<file path="src/rtl/rf_wb_arbiter.sv">
// Writeback arbiter for a two-requester pipeline (ALU = 0, LSU = 1).
// Round-robin grant into a single register-file write port, registered
// one cycle after acceptance, plus a pending-write scoreboard per register.
module rf_wb_arbiter #(
   parameter int NREQ = 2
) (
   input  logic                 clk,
   input  logic                 rst_n,
   input  logic [NREQ-1:0]      wb_valid,
   input  logic [NREQ*5-1:0]    wb_rd,
   input  logic [NREQ*32-1:0]   wb_data,
   output logic [NREQ-1:0]      wb_ready,
   input  logic                 iss_valid,
   input  logic [4:0]           iss_rd,
   output logic                 rf_wen,
   output logic [4:0]           rf_wnum,
   output logic [31:0]          rf_wd,
   output logic [31:0]          rd_busy
);

   // index of the requester granted on the most recent completed transfer
   logic        last_grant;
   logic        xfer;
   logic        sel;
   logic [4:0]  sel_rd;
   logic [31:0] sel_data;
   logic [31:0] busy_nxt;

   // grant: lone requester wins; on a tie the one not granted last wins.
   // wb_ready is held low throughout reset.
   always_comb begin
      wb_ready = '0;
      if (rst_n) begin
         case (wb_valid)
            2'b01:   wb_ready = 2'b01;
            2'b10:   wb_ready = 2'b10;
            2'b11:   wb_ready = last_grant ? 2'b01 : 2'b10;
            default: wb_ready = 2'b00;
         endcase
      end
   end

   // select the accepted request's payload
   always_comb begin
      xfer     = |(wb_valid & wb_ready);
      sel      = wb_ready[1];
      sel_rd   = sel ? wb_rd[9:5]    : wb_rd[4:0];
      sel_data = sel ? wb_data[63:32] : wb_data[31:0];
   end

   // round-robin pointer moves only when a transfer completes
   always_ff @(posedge clk or negedge rst_n) begin
      if (!rst_n) begin
         last_grant <= 1'b1;
      end else if (xfer) begin
         last_grant <= sel;
      end
   end

   // register-file write stage; x0 targets are accepted but never written
   always_ff @(posedge clk or negedge rst_n) begin
      if (!rst_n) begin
         rf_wen  <= 1'b0;
         rf_wnum <= '0;
         rf_wd   <= '0;
      end else begin
         rf_wen <= xfer && (sel_rd != 5'd0);
         if (xfer) begin
            rf_wnum <= sel_rd;
            rf_wd   <= sel_data;
         end
      end
   end

   // scoreboard next state: clear on commit, then set on issue so set wins
   always_comb begin
      busy_nxt = rd_busy;
      if (rf_wen) begin
         busy_nxt[rf_wnum] = 1'b0;
      end
      if (iss_valid && (iss_rd != 5'd0)) begin
         busy_nxt[iss_rd] = 1'b1;
      end
      busy_nxt[0] = 1'b0;
   end

   // scoreboard register
   always_ff @(posedge clk or negedge rst_n) begin
      if (!rst_n) begin
         rd_busy <= '0;
      end else begin
         rd_busy <= busy_nxt;
      end
   end

endmodule

</file>
<file path="config.mk">
export PLATFORM = sky130hd
export DESIGN_NAME = rf_wb_arbiter
export DESIGN_NICKNAME = d
export VERILOG_FILES = /design/src/rtl/rf_wb_arbiter.sv
export SDC_FILE = /design/constraint.sdc
export NUM_CORES = 1
export LEC_CHECK = 0
export CORE_ASPECT_RATIO = 0.75
export CORE_MARGIN = 2
export CORE_UTILIZATION = 25
export CTS_BUF_LIST = sky130_fd_sc_hd__clkbuf_8
export DETAILED_ROUTE_END_ITERATION = 7
export HOLD_SLACK_MARGIN = 0.15
export SLEW_MARGIN = 15
export SYNTH_ARGS = -nofsm -noshare
export SYNTH_HDL_FRONTEND = slang
export SYNTH_SLANG_ARGS = --single-unit
</file>
<file path="constraint.sdc">
create_clock -name clk -period 1.59 [get_ports clk]
set_input_delay 0.477 -clock clk [delete_from_list [all_inputs] [get_ports clk]]
set_output_delay 0.477 -clock clk [all_outputs]
set_load 0.02 [all_outputs]
</file>
==> metrics <==
most frequent cells in the layout clkdlybuf4s50_1, dfrtp_1, o21ai_0; ant diodes 0; Pint a little over 0.004 W; async set-reset flop share out of synthesis 100%; Max Cap Viol 0; combinational share of power between 30% and 40%; failing checks setup timing; Switching Share between 30% and 40%; syn nets between 400 and 500; power share of the clock group a little under a quarter; Port-buffer cells ~150; Area growth syn-to-layout 63.8%; share of cells above drive strength 1 between 10% and 20%; Syn Inst Count 346; CTS tree done; Crit path arrival time between 1 and 1.5 ns; main combinational cell family by area after synthesis compound AO/OA/AOI/OAI gates; simple-gate portion of the synthesized area between 10% and 20%; worst hold-check path type primary input to async pin; Die Ht roughly 100 µm; slew margin rel. roughly 44%; LEAKAGE 2.05 nW; #FFs+latches synth 70; endpoints failing hold 0; max-slew violation count 0; Psw ~0.0024 W; global-route wire length before repair 17.5 mm; Cell Area, Synth 0.00322 mm²; pwr/cell area around 1200 mW/mm²; Initial Util roughly a quarter; RSZ-0062 raised after global routing yes; Final setup violation count 2; Num CTS Buffers 9; Total Power 0.00654 W; xor/xnor share of the synthesized area 0%; IO Count about 160; top_reg_cell synth dfrtp_1; FF-to-FF setup slack roughly 0.090 ns; vias in the first global route about 3400; Clock Tree Root clkbuf_8; Worst Path Required approximately 1.1 ns; Reg clk slew, reported paths roughly 0.080 ns; Setup crit start kind flip-flop; drt pass-1 iters 6; register area share after synthesis between 50% and 60%; Syn Area/Cell 9.30 µm²; final antenna-violating net count 0; All-Layer GR Usage 16.1%; Tmin final between 1.5 and 2 ns; Vias/cell a little under 5; crit path kind flip-flop to primary output; core area between 0.01 and 0.015 mm²; largest net degree at the start of global routing between 70 and 80; final instance area ~0.0053 mm²; Routed WL roughly 11 mm; Final period util 114%; placed inst area approximately 0.005 mm²; achievable frequency approximately 550 MHz; Worst Clk Skew about 0.0061 ns; Crit Path Max Fanout 2; library cells used by synthesis 26; Synth Warn # 0; Starting DRT DRC Count about 200; nets@finish approximately 610; CTS H-tree lvls 3; run status finished with violations; die area 0.0138 mm²; most common cell after layout, fill and taps aside clkdlybuf4s50_1; worst r2r src last_grant$_DFFE_PN1P_; Synth Area in Adders 0%; Synth Area in Compound Gates about a quarter; post-synthesis mux area share 0%; DR vias 3359; r2r endpoint rf_wd[14]$_DFFE_PN0P_; DR WL/cell 15.4 µm; DP HPWL roughly 7.7 mm; Setup WS post-layout -0.222 ns; RePlAce Congestion approximately 0.8; Clock Sinks 70; EDFF count, synth 0; Skew-Pair Late Insertion Delay between 0.3 and 0.4 ns; FP Rows 35; CP Capture Type primary output; initial antenna violation count 0; Die W 135 µm; Reg power frac between 30 and 40%; Remaining DRCs 0; Slew @ Worst Pin around 0.83 ns; crit path from last_grant$_DFFE_PN1P_; maximum VDD drop roughly 0.66 mV; total overflow reported by the global router 0; clock buffer depth 2; worst r2r path cells 6
## power groups by stage
stage	Clock [W]	Sequential [W]	Combinational [W]
after CTS	0.00157	0.00255	0.00249
after detailed placement	0	0.00260	0.00281
final	0.00150	0.00254	0.00250
after floorplan	0	0.00320	0.000640
after global placement	0	0.00260	0.00278
after global routing	0.00164	0.00262	0.00272
## cells by family after synthesis
kind of cell	Yosys count
AND/OR/NAND/NOR	111
other	1
AO/OA/AOI/OAI	139
buffers and inverters	25
flip-flops	70
## metal layers
layer	up-vias	global-route usage (%)	wire, µm
met2	155	25.3	4760
met3	23	5.56	983
met1	1564	21.0	4620
met4	0	5.45	267
met5	-	0	0
li1	1617	-	-
## registers in the layout, summed over array words and instances (netlist names)
signal	cells
last_grant	1
rf_wd	32
rf_wen	1
rf_wnum	5
rd_busy	31
## critical path: stages, from the launching register on
cell and delay, ns:
dfstp_2 0.55, nand2b_4 0.14, and3_4 0.18, buf_6 0.11
## stage by stage
stage	hold slack, ns	setup TNS (ns)	setup slack (ns)	util [%]	instances
2_1_floorplan	0.181	0	0.0757	-	346
3_3_place_gp	0.444	-21.24	-0.818	40.5	670
3_5_place_dp	0.451	-23.41	-0.895	40.5	670
4_1_cts	0.392	-0.462	-0.241	42.0	689
5_1_grt	0.437	-0.797	-0.273	42.4	692
6_report	0.351	-0.430	-0.222	42.4	692
## what timing repair did
item                                    in CTS  in global routing
pin swaps                                    2                  1
hold endpoints to repair                     6                  0
endpoints found under the setup margin     108                 45
buffers inserted                             2                  3
hold buffers                                 1                  0
gates resized for setup                     91                 21
## Yosys cell counts, drive strengths merged (2+ instances only)
library cell,number,area [µm²]
nand2,4,15.0
or3b,6,60.1
nand3,41,205
nor2,43,161
nor3,2,10.0
o21ai,99,495
or3,2,12.5
dfrtp,69,1730
buf,21,131
clkbuf,3,13.8
nand3b,10,75.1
a31oi,37,231
## worst max-delay path by stage
stage	slack, ns	depth (start not counted)	to
final	-0.22	3	wb_ready[0]
after floorplan	0.08	2	wb_ready[1]
after detailed placement	-0.89	4	wb_ready[1]
after global routing	-0.27	3	wb_ready[0]
after CTS	-0.24	3	wb_ready[0]
after global placement	-0.82	4	wb_ready[1]
## final cells by class
class / count / area, µm²
Fill cell: 1247 / 7170
Timing Repair Buffer: 188 / 1760
Sequential cell: 70 / 1750
Multi-Input combinational cell: 251 / 1340
Tap cell: 166 / 208
Clock buffer: 9 / 124
Clock inverter: 7 / 80.1
Inverter: 1 / 3.75
Power figures use the tool's default switching activity.
